===== src/rtl/hex_scan_scheduler.sv =====
// ============================================================================
// Module      : hex_scan_scheduler
// Description : Multiplexes NUM_DIGITS nibbles onto one shared hex decoder and
//               segment bus, committing new display data only at frame ends.
// Revision    : 1.0 - initial release
// ============================================================================
`default_nettype none

module hex_scan_scheduler #(
   parameter int NUM_DIGITS  = 4,
   parameter int REFRESH_DIV = 50000,
   parameter int CNT_W       = 16
) (
   input  logic                    clock,
   input  logic                    resetn,
   input  logic                    load_valid,
   output logic                    load_ready,
   input  logic [4*NUM_DIGITS-1:0] load_data,
   input  logic [NUM_DIGITS-1:0]   load_blank,
   output logic [3:0]              dec_in,
   input  logic [6:0]              dec_out,
   output logic [6:0]              seg,
   output logic [NUM_DIGITS-1:0]   digit_en,
   output logic                    frame_done
);

   localparam int IDX_W = $clog2(NUM_DIGITS);

   typedef enum logic [1:0] {
      ST_GUARD = 2'd0,
      ST_FETCH = 2'd1,
      ST_SHOW  = 2'd2
   } state_t;

   state_t                  state_q, state_d;
   logic [IDX_W-1:0]        idx_q, idx_d;
   logic [CNT_W-1:0]        cnt_q, cnt_d;
   logic [3:0]              dec_in_q, dec_in_d;
   logic [6:0]              seg_q, seg_d;
   logic [4*NUM_DIGITS-1:0] act_data_q, act_data_d;
   logic [NUM_DIGITS-1:0]   act_blank_q, act_blank_d;
   logic [4*NUM_DIGITS-1:0] pend_data_q, pend_data_d;
   logic [NUM_DIGITS-1:0]   pend_blank_q, pend_blank_d;
   logic                    pend_full_q, pend_full_d;

   logic                    w_last_show;
   logic                    w_last_digit;
   logic [3:0]              w_cur_nibble;
   logic                    w_cur_blank;

   assign w_last_show  = (state_q == ST_SHOW) && (cnt_q == CNT_W'(REFRESH_DIV - 1));
   assign w_last_digit = (idx_q == IDX_W'(NUM_DIGITS - 1));
   assign w_cur_nibble = act_data_q[{idx_q, 2'b00} +: 4];
   assign w_cur_blank  = act_blank_q[idx_q];

   assign frame_done = w_last_show && w_last_digit;
   assign load_ready = !pend_full_q;
   assign dec_in     = dec_in_q;
   assign seg        = seg_q;

   always_comb begin
      state_d      = state_q;
      idx_d        = idx_q;
      cnt_d        = cnt_q;
      dec_in_d     = dec_in_q;
      seg_d        = seg_q;
      act_data_d   = act_data_q;
      act_blank_d  = act_blank_q;
      pend_data_d  = pend_data_q;
      pend_blank_d = pend_blank_q;
      pend_full_d  = pend_full_q;
      digit_en     = '1;

      case (state_q)
         ST_GUARD: begin
            dec_in_d = w_cur_nibble;
            seg_d    = 7'h7F;
            state_d  = ST_FETCH;
         end
         ST_FETCH: begin
            seg_d   = w_cur_blank ? 7'h7F : dec_out;
            cnt_d   = '0;
            state_d = ST_SHOW;
         end
         ST_SHOW: begin
            if (!w_cur_blank) begin
               digit_en[idx_q] = 1'b0;
            end
            if (w_last_show) begin
               cnt_d   = '0;
               seg_d   = 7'h7F;
               idx_d   = w_last_digit ? '0 : idx_q + IDX_W'(1);
               state_d = ST_GUARD;
            end else begin
               cnt_d = cnt_q + CNT_W'(1);
            end
         end
         default: state_d = ST_GUARD;
      endcase

      // Capture and commit are mutually exclusive: capture needs pending empty.
      if (load_valid && !pend_full_q) begin
         pend_data_d  = load_data;
         pend_blank_d = load_blank;
         pend_full_d  = 1'b1;
      end else if (frame_done && pend_full_q) begin
         act_data_d  = pend_data_q;
         act_blank_d = pend_blank_q;
         pend_full_d = 1'b0;
      end
   end

   always_ff @(posedge clock or negedge resetn) begin
      if (!resetn) begin
         state_q      <= ST_GUARD;
         idx_q        <= '0;
         cnt_q        <= '0;
         dec_in_q     <= '0;
         seg_q        <= 7'h7F;
         act_data_q   <= '0;
         act_blank_q  <= '0;
         pend_data_q  <= '0;
         pend_blank_q <= '0;
         pend_full_q  <= 1'b0;
      end else begin
         state_q      <= state_d;
         idx_q        <= idx_d;
         cnt_q        <= cnt_d;
         dec_in_q     <= dec_in_d;
         seg_q        <= seg_d;
         act_data_q   <= act_data_d;
         act_blank_q  <= act_blank_d;
         pend_data_q  <= pend_data_d;
         pend_blank_q <= pend_blank_d;
         pend_full_q  <= pend_full_d;
      end
   end

endmodule

`default_nettype wire


===== config.mk =====
export PLATFORM = sky130hd
export DESIGN_NAME = hex_scan_scheduler
export DESIGN_NICKNAME = d
export VERILOG_FILES = /design/src/rtl/hex_scan_scheduler.sv
export SDC_FILE = /design/constraint.sdc
export NUM_CORES = 1
export LEC_CHECK = 0
export ABC_CLOCK_PERIOD_IN_PS = 2300
export BUFFER_PORTS_ARGS = -buffer_cell sky130_fd_sc_hd__buf_2
export CORE_MARGIN = 2
export CORE_UTILIZATION = 57
export DETAILED_ROUTE_END_ITERATION = 7
export GPL_TIMING_DRIVEN = 0
export PLACE_DENSITY = 0.79
export REMOVE_ABC_BUFFERS = 1
export SLEW_MARGIN = 30
export SYNTH_ARGS = -nofsm -noshare
export SYNTH_HDL_FRONTEND = slang
export SYNTH_SLANG_ARGS = --single-unit

===== constraint.sdc =====
create_clock -name clock -period 2.3 [get_ports clock]
set_clock_uncertainty 0.1 [all_clocks]
set_input_delay 0.46 -clock clock [delete_from_list [all_inputs] [get_ports clock]]
set_output_delay 0.46 -clock clock [all_outputs]
set_load 0.02 [all_outputs]

==> results of run 1 <==
final cells by class:
cell class | count | area, µm² | area share [%]
Inverter | 15 | 56.3 | 1.37
Tap cell | 75 | 93.8 | 2.28
Timing Repair Buffer | 60 | 373 | 9.05
Multi-Input combinational cell | 167 | 1590 | 38.7
Clock inverter | 3 | 42.5 | 1.03
Clock buffer | 12 | 145 | 3.52
Sequential cell | 72 | 1820 | 44.1
logic make-up (layout without fill, tap and decap cells):
| kind of cell | Yosys count | after routing |
|---|---|---|
| AND/OR/NAND/NOR | 73 | 73 |
| flip-flops | 72 | 72 |
| AO/OA/AOI/OAI | 16 | 16 |
| XOR/XNOR | 6 | 6 |
| multiplexers | 61 | 61 |
| buffers and inverters | 24 | 90 |
| adder cells (fa/ha/maj) | 11 | 11 |
stage by stage:
stage / cells / utilization [%]
global placement: 375 / 63.3
finish: 404 / 70.0
floorplan: 254 / -
CTS: 401 / 69.4
global route: 404 / 70.0
detailed placement: 377 / 64.0
routing by layer:
metal  vias up  wire length [µm]  GRT usage (%)
met3        10               270           5.16
met1      1126              2750           27.4
li1       1060                 -              -
met5         -                 0              0
met4         0                75           6.33
met2        50              3430           37.2
cell usage after synthesis (2+ instances only):
cell	count	share of area [%]
sky130_fd_sc_hd__a21oi_1	3	0.43
sky130_fd_sc_hd__and2_1	4	0.72
sky130_fd_sc_hd__and3_1	3	0.54
sky130_fd_sc_hd__and4_1	3	0.76
sky130_fd_sc_hd__and4b_1	2	0.58
sky130_fd_sc_hd__and4bb_2	2	0.72
sky130_fd_sc_hd__buf_2	2	0.29
sky130_fd_sc_hd__buf_6	2	0.65
sky130_fd_sc_hd__clkbuf_1	4	0.43
sky130_fd_sc_hd__dfrtp_1	65	47
sky130_fd_sc_hd__dfstp_2	7	5.3
sky130_fd_sc_hd__ha_1	11	4.0
sky130_fd_sc_hd__inv_1	15	1.6
sky130_fd_sc_hd__mux2_2	29	9.5
sky130_fd_sc_hd__mux2_4	19	8.3
sky130_fd_sc_hd__mux2i_1	8	2.3
sky130_fd_sc_hd__mux4_2	5	3.3
sky130_fd_sc_hd__nand2_1	14	1.5
sky130_fd_sc_hd__nand2b_1	3	0.54
sky130_fd_sc_hd__nand3_1	6	0.87
sky130_fd_sc_hd__nand4_1	10	1.8
sky130_fd_sc_hd__nand4_2	3	1.1
sky130_fd_sc_hd__nor2_1	16	1.7
sky130_fd_sc_hd__nor3b_1	2	0.43
sky130_fd_sc_hd__o21ai_0	5	0.72
sky130_fd_sc_hd__o311ai_0	2	0.51
sky130_fd_sc_hd__or3_1	2	0.36
sky130_fd_sc_hd__xor2_1	6	1.5
registers in the layout, indices dropped and copies added (netlist names):
name,flops
cnt_q,16
state_q,2
act_blank_q,4
idx_q,2
dec_in,4
seg,7
act_data_q,16
pend_full_q,1
pend_data_q,16
pend_blank_q,4
final timing paths:
check	endpoint	cells after the start	slack (ns)	startpoint
max	frame_done	5	0.02	cnt_q[1]
min	pend_full_q	2	0.24	load_valid
max reg2reg	act_data_q[9]	5	0.08	cnt_q[1]
min reg2reg	seg[2]	2	0.36	seg[2]
max in group asynchronous	state_q[1]	3	1.09	resetn
min in group asynchronous	cnt_q[11]	2	0.45	resetn
critical path, cell delays in order, from the launching register on:
cell and delay, ns:
sky130_fd_sc_hd__dfrtp_1 0.36, sky130_fd_sc_hd__ha_2 0.18, sky130_fd_sc_hd__and4b_1 0.20, sky130_fd_sc_hd__and4b_2 0.32
sky130_fd_sc_hd__and3_4 0.21, sky130_fd_sc_hd__buf_6 0.11
repair_timing:
item                                    4_1_cts  5_1_grt
pin swaps                                     3        3
endpoints found under the setup margin       28       27
endpoints found under the hold margin        14        0
gates resized for setup                      13        6
hold buffers                                  1        0
buffers inserted                              8        3
power breakdown:
group          total [mW]  internal [mW]  leakage, nW  switching, mW
logic               0.120         0.0649         1.06         0.0549
clock network       0.965          0.524       0.0925          0.442
registers            1.35           1.32        0.904         0.0266
total                2.43           1.91         2.05          0.523
==> impl_summary.txt, run 1 <==
----------------------------------------------------
[Run status]
  Outcome ... finished clean

[STA]
  Least-Margin Pin Slew ... 0.545 ns
  Setup repair after global routing missed its margin ... true
  Fin. max-slew vios ... 0
  Hold Fails Final Rpt ... 0
  Worst hold slack across all endpoints ... 0.242 ns
  Ratio of final minimum period to clock period ... 98.9%
  Number of endpoints failing setup at the final stage ... 0
  Max frequency ... 439 MHz
  Min Clock Period, post-route ... 2.28 ns
  Max-slew headroom ... 63.6%
  Fin Setup TNS ... 0 ns
  Setup slack of the critical path after layout ... 0.0245 ns

[GRT]
  Wire length of the first global-routing pass ... 10,900 µm
  Total global routing overflow ... 0
  Antenna violations before repair ... 0
  Vias in the first global route ... 2,342
  Largest net degree at the start of global routing ... 52
  Global-route usage over all layers ... 21.7%

[Synthesis]
  Count of different cell masters after synthesis ... 38
  Post-synthesis async set-or-reset flop share ... 100%
  Post-Syn Instances ... 263
  Combinational family with the most area after synthesis ... multiplexers
  XOR/XNOR share of the synthesized area ... 1.52%
  Number of synthesized flops with an enable pin ... 0
  Synthesized cell area ... 3450 µm²
  Synthesized-area fraction occupied by adder cells ... 3.99%
  Most frequently used flop master after synthesis ... sky130_fd_sc_hd__dfrtp_1
  Sequential element share of the synthesized area ... 52.4%
  Flops & latches, synth ... 72
  Compound-gate portion of the synthesized area ... 3.33%
  Synth Area per Inst ... 13.1 µm²
  Mux share of post-synthesis cell area ... 23.3%
  Simple-gate portion of the synthesized area ... 12.3%
  Synthesis warning total ... 0

[Final layout]
  Most frequent standard cell in the layout excluding fill and tap cells ... sky130_fd_sc_hd__dfrtp_1
  Signed area change from the synthesized netlist to the final layout ... 19.4%
  Filler Cell Count ... 405
  Final instance area ... 4120 µm²
  Final #Nets ... 366
  Share of cells above drive strength 1 ... 46.2%
  Antenna diode count ... 0
  Commonest cells after routing, fill and taps aside ... sky130_fd_sc_hd__dfrtp_1, sky130_fd_sc_hd__buf_2, sky130_fd_sc_hd__mux2_2, sky130_fd_sc_hd__mux2_4

[Routing]
  DRC violation total after the first TritonRoute iteration ... 78
  Overall via count from detail_route ... 2,246
  Remaining DRCs ... 0
  Routed vias/inst ... 5.56
  Per-cell routed wire length ... 16.2 µm
  Number of optimization iterations in the first detailed-route pass ... 5
  Antenna-violating nets left ... 0
  Post-detailed-routing wire length ... 6530 µm

[Floorplan]
  Chip height ... 81.8 µm
  Placement row count ... 28
  IO Count ... 47
  Core box area ... 5890 µm²
  Initial Utilization ... 58.7%
  Total Die Area ... 6690 µm²
  Chip width ... 81.8 µm

[Clocking]
  Number of sinks handled by clock tree synthesis ... 72
  Depth of the CTS H-tree ... 3
  Worst skew pair latency ... 0.34 ns
  Clock edge transition at the registers on the reported setup and hold paths ... 0.07 ns
  Cell at the root of the clock tree ... sky130_fd_sc_hd__clkbuf_8
  Clock buffer count from CTS ... 9
  TritonCTS clock tree ... yes
  Clock Path Buffers ... 2

[Placed design]
  Post-Place Cell Area ... 3770 µm²
  Input/output buffers ... 46
  Routability cong. ... 0.837
  Estimated wirelength of the detail-placed design ... 4350 µm
  Place WS ... -0.493 ns

[Critical path]
  Critical Path Sink Type ... output port
  Worst path arrival time ... 1.72 ns
  Class of the most critical setup path ... reg2out
  Worst setup SP type ... register
  Largest fanout on the critical path ... 3
  Worst endpoint required time ... 1.74 ns

[Run]
  Max-capacitance violation count ... 0

[Power]
  Pwr dens ... 591 nW/µm²
  Post-route total power ... 2.43 mW
  Static leakage power ... 2.05 nW
  Worst vdd ir ... 0.000414 V

[Worst hold path]
  Path category of the worst min-delay check ... in2reg

----------------------------------------------------
Note: power is estimated with default switching activity, not from simulation.
==> inputs of run 2 (changes only) <==
--- a/config.mk
+++ b/config.mk
@@ -5,7 +5,7 @@
 export SDC_FILE = /design/constraint.sdc
 export NUM_CORES = 1
 export LEC_CHECK = 0
-export ABC_CLOCK_PERIOD_IN_PS = 2300
+export ABC_CLOCK_PERIOD_IN_PS = 2100
 export BUFFER_PORTS_ARGS = -buffer_cell sky130_fd_sc_hd__buf_2
 export CORE_MARGIN = 2
 export CORE_UTILIZATION = 57
==> constraint.sdc (replaced) <==
create_clock -name clock -period 2.1 [get_ports clock]
set_clock_uncertainty 0.1 [all_clocks]
set_input_delay 0.42 -clock clock [delete_from_list [all_inputs] [get_ports clock]]
set_output_delay 0.42 -clock clock [all_outputs]
set_load 0.02 [all_outputs]
==> impl_summary.txt, run 2 (synthesis results as in run 1) <==
----------------------------------------------------
[Final layout]
  Area used by multi-input combinational logic ... 1630 µm²
  Final instance area ... 4210 µm²
  Share of cells above drive strength 1 ... 47.7%
  Most frequent standard cell in the layout excluding fill and tap cells ... sky130_fd_sc_hd__dfrtp_1
  Filler Cell Count ... 387
  Final #Nets ... 370
  Signed area change from the synthesized netlist to the final layout ... 21.9%
  Largest registers ... act_data_q (16), cnt_q (16), pend_data_q (16)
  Commonest cells after routing, fill and taps aside ... sky130_fd_sc_hd__dfrtp_1, sky130_fd_sc_hd__buf_2, sky130_fd_sc_hd__mux2_2, sky130_fd_sc_hd__mux2_4
  Sequential Area ... 1810 µm²
  Antenna diode count ... 0

[Clocking]
  Number of sinks handled by clock tree synthesis ... 72
  Clock Path Buffers ... 2
  Worst skew pair latency ... 0.33 ns
  Clock buffer count from CTS ... 9
  Depth of the CTS H-tree ... 3
  Cell at the root of the clock tree ... sky130_fd_sc_hd__clkbuf_8
  TritonCTS clock tree ... yes
  Clock edge transition at the registers on the reported setup and hold paths ... 0.08 ns

[STA]
  Fin. max-slew vios ... 0
  Setup slack of the critical path after layout ... -0.144 ns
  Max frequency ... 446 MHz
  Number of endpoints failing setup at the final stage ... 14
  Ratio of final minimum period to clock period ... 107%
  Max-slew headroom ... 65.7%
  Min Clock Period, post-route ... 2.24 ns
  Hold Fails Final Rpt ... 0
  Worst hold slack across all endpoints ... 0.207 ns
  Setup repair after global routing missed its margin ... true
  Least-Margin Pin Slew ... 0.513 ns

[Power]
  Gate power share ... 4.9%
  Relative contribution of sequential cells to total power ... 55.5%
  Worst vdd ir ... 0.000526 V
  Switching fraction of total power ... 21.4%
  Pwr dens ... 633 nW/µm²
  Clock group share of total power ... 39.6%
  P_int ... 2.09 mW
  Sw power ... 0.571 mW
  Static leakage power ... 2.06 nW

[Routing]
  Metal1 wirelength ... 2910 µm
  Overall via count from detail_route ... 2,297
  Remaining DRCs ... 0
  Uppermost layer routed ... met4
  Detailed-routed wire length on met3 ... 330 µm
  DRC violation total after the first TritonRoute iteration ... 109
  Routed vias/inst ... 5.63
  Post-detailed-routing wire length ... 6790 µm
  Per-cell routed wire length ... 16.6 µm
  Number of optimization iterations in the first detailed-route pass ... 4
  Met2 routed WL ... 3440 µm
  Antenna-violating nets left ... 0

[GRT]
  Largest net degree at the start of global routing ... 52
  Global-route usage over all layers ... 21.8%
  Antenna violations before repair ... 0
  Total global routing overflow ... 0
  Wire length of the first global-routing pass ... 11,000 µm
  Vias in the first global route ... 2,360

[Critical path]
  Critical Path Sink Type ... output port
  Worst setup SP type ... register
  Largest fanout on the critical path ... 4
  Register-to-register path setup slack ... -0.05 ns
  Worst path arrival time ... 1.72 ns
  Worst endpoint required time ... 1.58 ns
  Class of the most critical setup path ... reg2out

[Placed design]
  Post-Place Cell Area ... 3770 µm²
  Routability cong. ... 0.837
  Estimated wirelength of the detail-placed design ... 4350 µm
  Input/output buffers ... 46

[Run status]
  Violations in the final reports ... negative setup slack
  Outcome ... complete, but fails checks

[Floorplan]
  Placement row count ... 28
  Core box area ... 5890 µm²
  Initial Utilization ... 58.7%
  Chip width ... 81.8 µm
  IO Count ... 47
  Total Die Area ... 6690 µm²
  Chip height ... 81.8 µm

[Worst hold path]
  Path category of the worst min-delay check ... in2reg

[Run]
  Max-capacitance violation count ... 0

----------------------------------------------------
run 2: metal layers:
metal  vias up  GRT usage, %
met5         -             0
met4         0          7.33
met3         7          5.49
met2        56          36.7
met1      1166          27.6
li1       1068             -
run 2: critical path, stage by stage (launching register included):
cell and delay (ns):
sky130_fd_sc_hd__dfrtp_2 0.38, sky130_fd_sc_hd__mux4_2 0.55, sky130_fd_sc_hd__nor2_4 0.21, sky130_fd_sc_hd__nand2_2 0.10, sky130_fd_sc_hd__buf_6 0.15
run 2: final cells by class:
type / count / share of cell area [%]
inverter: 15 / 1.34
tap: 75 / 2.23
timing repair buffer: 63 / 10.2
multi-input combinational: 168 / 38.6
sequential: 72 / 43.1
clock inverter: 3 / 1.01
clock buffer: 12 / 3.45
run 2: metrics by stage:
stage          total power, mW  utilization (%)  TNS (ns)  std cells  worst slack, ns
3_3_place_gp              1.62             63.3    -21.36        375           -0.619
4_1_cts                   2.69             70.3     -2.21        404           -0.121
3_5_place_dp              1.64             64.0    -15.68        377           -0.693
2_1_floorplan             1.56                -     -5.59        254           -0.274
6_report                  2.66             71.5    -0.939        408           -0.144
5_1_grt                   2.76             71.5     -1.88        408           -0.196
run 2: timing repair:
| action | in CTS | in global routing |
|---|---|---|
| setup buffers | 11 | 3 |
| setup endpoints to repair | 29 | 28 |
| endpoints found under the hold margin | 14 | 0 |
| resized for setup | 23 | 7 |
| hold buffers | 1 | 0 |
| pin swaps | 8 | 5 |
| gates cloned | 0 | 1 |
run 2: power groups by stage:
stage	Sequential, mW	Combinational, mW	Clock, mW
2_1_floorplan	1.50	0.0509	0
3_3_place_gp	1.50	0.120	0
3_5_place_dp	1.51	0.134	0
4_1_cts	1.48	0.135	1.08
5_1_grt	1.48	0.148	1.13
6_report	1.48	0.131	1.06
run 2: path summary, 6_finish.rpt:
path | startpoint | endpoint | cells past startpoint
hold reg to reg | seg[2] | seg[2] | 2
min in group asynchronous | resetn | cnt_q[9] | 2
hold / removal | load_valid | pend_full_q | 2
setup reg to reg | cnt_q[5] | act_blank_q[1] | 4
setup / recovery | idx_q[0] | digit_en[3] | 4
max in group asynchronous | resetn | idx_q[1] | 3
==> inputs of run 3 (changes only) <==
--- a/config.mk
+++ b/config.mk
@@ -11,7 +11,7 @@
 export CORE_UTILIZATION = 57
 export DETAILED_ROUTE_END_ITERATION = 7
 export GPL_TIMING_DRIVEN = 0
-export PLACE_DENSITY = 0.79
+export PLACE_DENSITY = 0.89
 export REMOVE_ABC_BUFFERS = 1
 export SLEW_MARGIN = 30
 export SYNTH_ARGS = -nofsm -noshare
==> impl_summary.txt, run 3 (synthesis results as in run 1) <==
----------------------------------------------------
[STA]
  Fin. max-slew vios ... 0
  Least-Margin Pin Slew ... 0.548 ns
  Worst hold slack across all endpoints ... 0.190 ns
  Hold Fails Final Rpt ... 0
  Setup slack of the critical path after layout ... -0.207 ns
  Max-slew headroom ... 63.4%
  Min Clock Period, post-route ... 2.31 ns
  Ratio of final minimum period to clock period ... 110%
  Setup repair after global routing missed its margin ... true
  Fin Setup TNS ... -3.94 ns
  Max frequency ... 433 MHz
  Number of endpoints failing setup at the final stage ... 25

[Clocking]
  Worst skew pair latency ... 0.35 ns
  Clock buffer count from CTS ... 9
  Number of sinks handled by clock tree synthesis ... 72
  Clock edge transition at the registers on the reported setup and hold paths ... 0.07 ns
  Clock Path Buffers ... 2
  Cell at the root of the clock tree ... sky130_fd_sc_hd__clkbuf_8
  TritonCTS clock tree ... yes
  Depth of the CTS H-tree ... 3

[Power]
  Static leakage power ... 2.10 nW
  Switching fraction of total power ... 20.0%
  Worst vdd ir ... 0.000469 V
  Relative contribution of sequential cells to total power ... 48.1%
  Pwr dens ... 715 nW/µm²
  Sw power ... 0.615 mW
  P_int ... 2.46 mW
  Gate power share ... 4.3%
  Clock group share of total power ... 47.6%

[Final layout]
  Share of cells above drive strength 1 ... 49.0%
  Fin cells ... 412
  Utilization after layout ... 73.2%
  Antenna diode count ... 0
  Filler Cell Count ... 355
  Commonest cells after routing, fill and taps aside ... sky130_fd_sc_hd__dfrtp_1, sky130_fd_sc_hd__buf_2, sky130_fd_sc_hd__mux2_2, sky130_fd_sc_hd__mux2_4, sky130_fd_sc_hd__buf_4
  Largest registers ... act_data_q (16), cnt_q (16), pend_data_q (16)
  Signed area change from the synthesized netlist to the final layout ... 24.8%
  Final #Nets ... 373
  Most frequent standard cell in the layout excluding fill and tap cells ... sky130_fd_sc_hd__dfrtp_1

[GRT]
  Vias in the first global route ... 2,472
  Global-route usage over all layers ... 23.5%
  Total global routing overflow ... 0
  Antenna violations before repair ... 0
  Wire length of the first global-routing pass ... 11,600 µm
  Largest net degree at the start of global routing ... 50

[Worst hold path]
  Hold Path Stages ... 2
  Path category of the worst min-delay check ... in2reg
  Startpoint of the lowest-slack hold path ... load_valid
  Endpoint, Worst Hold ... pend_full_q

[Critical path]
  Class of the most critical setup path ... reg2out
  Worst path arrival time ... 1.79 ns
  Worst setup SP type ... register
  Register-to-register path setup slack ... -0.16 ns
  Worst r2r path cells ... 5
  Worst r2r src ... cnt_q[0]
  Critical Path Sink Type ... output port
  Largest fanout on the critical path ... 3
  Worst endpoint required time ... 1.58 ns
  Capturing point of the worst reg2reg path ... act_data_q[11]

[Routing]
  Routed vias/inst ... 5.67
  DRC violation total after the first TritonRoute iteration ... 184
  Remaining DRCs ... 0
  Per-cell routed wire length ... 18.0 µm
  Overall via count from detail_route ... 2,337
  Post-detailed-routing wire length ... 7430 µm
  Antenna-violating nets left ... 0
  Number of optimization iterations in the first detailed-route pass ... 4

[Placed design]
  Input/output buffers ... 46
  Count of placed standard cells including taps ... 377
  Estimated wirelength of the detail-placed design ... 4470 µm
  Routability cong. ... 0.785

[Floorplan]
  Chip height ... 81.8 µm
  Chip width ... 81.8 µm
  IO Count ... 47
  Placement row count ... 28
  Initial Utilization ... 58.7%
  Core box area ... 5890 µm²
  Total Die Area ... 6690 µm²

[Run status]
  Outcome ... complete, but fails checks
  Violations in the final reports ... negative setup slack

[Run]
  Max-capacitance violation count ... 0

----------------------------------------------------
==> run 3: how the worst max path moves through the flow <==
| stage | startpoint | end | slack [ns] | depth (start not counted) |
|---|---|---|---|---|
| 4_1_cts | cnt_q[1] | frame_done | -0.12 | 5 |
| 6_report | cnt_q[0] | frame_done | -0.21 | 5 |
| 3_5_place_dp | cnt_q[0] | act_blank_q[2] | -0.67 | 5 |
| 2_1_floorplan | cnt_q[0] | act_blank_q[1] | -0.27 | 5 |
| 3_3_place_gp | cnt_q[0] | act_blank_q[3] | -0.61 | 5 |
| 5_1_grt | cnt_q[0] | frame_done | -0.24 | 5 |
==> run 3: worst max-delay path, stage by stage (launching register included) <==
cell                      delay, ns
sky130_fd_sc_hd__dfrtp_1       0.41
sky130_fd_sc_hd__ha_2          0.21
sky130_fd_sc_hd__and4b_1       0.21
sky130_fd_sc_hd__and4b_2       0.30
sky130_fd_sc_hd__and3_4        0.20
sky130_fd_sc_hd__buf_6         0.11
==> run 3: through the flow <==
step	total power [mW]	setup slack (ns)	instance area [µm²]
2_1_floorplan	1.56	-0.274	3400
3_3_place_gp	1.62	-0.609	3720
3_5_place_dp	1.64	-0.669	3770
4_1_cts	3.10	-0.119	4230
5_1_grt	3.17	-0.240	4310
6_report	3.08	-0.207	4310
==> run 3: layout make-up <==
cell class	instances	area, µm²	share of cell area [%]
Timing Repair Buffer	67	448	10.4
Clock inverter	5	129	2.99
Clock buffer	11	141	3.28
Multi-Input combinational cell	167	1630	37.7
Inverter	15	56.3	1.31
Sequential cell	72	1810	42.1
Tap cell	75	93.8	2.18
==> run 3: power by group through the flow <==
stage | sequential (mW) | combinational (mW) | clock, mW
floorplan | 1.50 | 0.0509 | 0
global placement | 1.50 | 0.120 | 0
detailed placement | 1.51 | 0.134 | 0
CTS | 1.48 | 0.136 | 1.48
global route | 1.49 | 0.149 | 1.54
finish | 1.48 | 0.133 | 1.47
==> run 3: routing by layer <==
layer  share of wire, %  GRT usage [%]  vias up  wire [µm]
met2                 52           39.7       75       3860
met1                 40           28.2     1161       2960
met5                  0              0        -          0
met4                3.6           9.00        0        270
met3                4.5           7.47       24        338
li1                   -              -     1077          -
==> run 3: what timing repair did <==
action,4_1_cts,5_1_grt
setup buffers,11,7
hold buffers,1,0
resized for setup,27,7
endpoints found under the setup margin,29,26
endpoints found under the hold margin,18,0
pin swaps,9,3
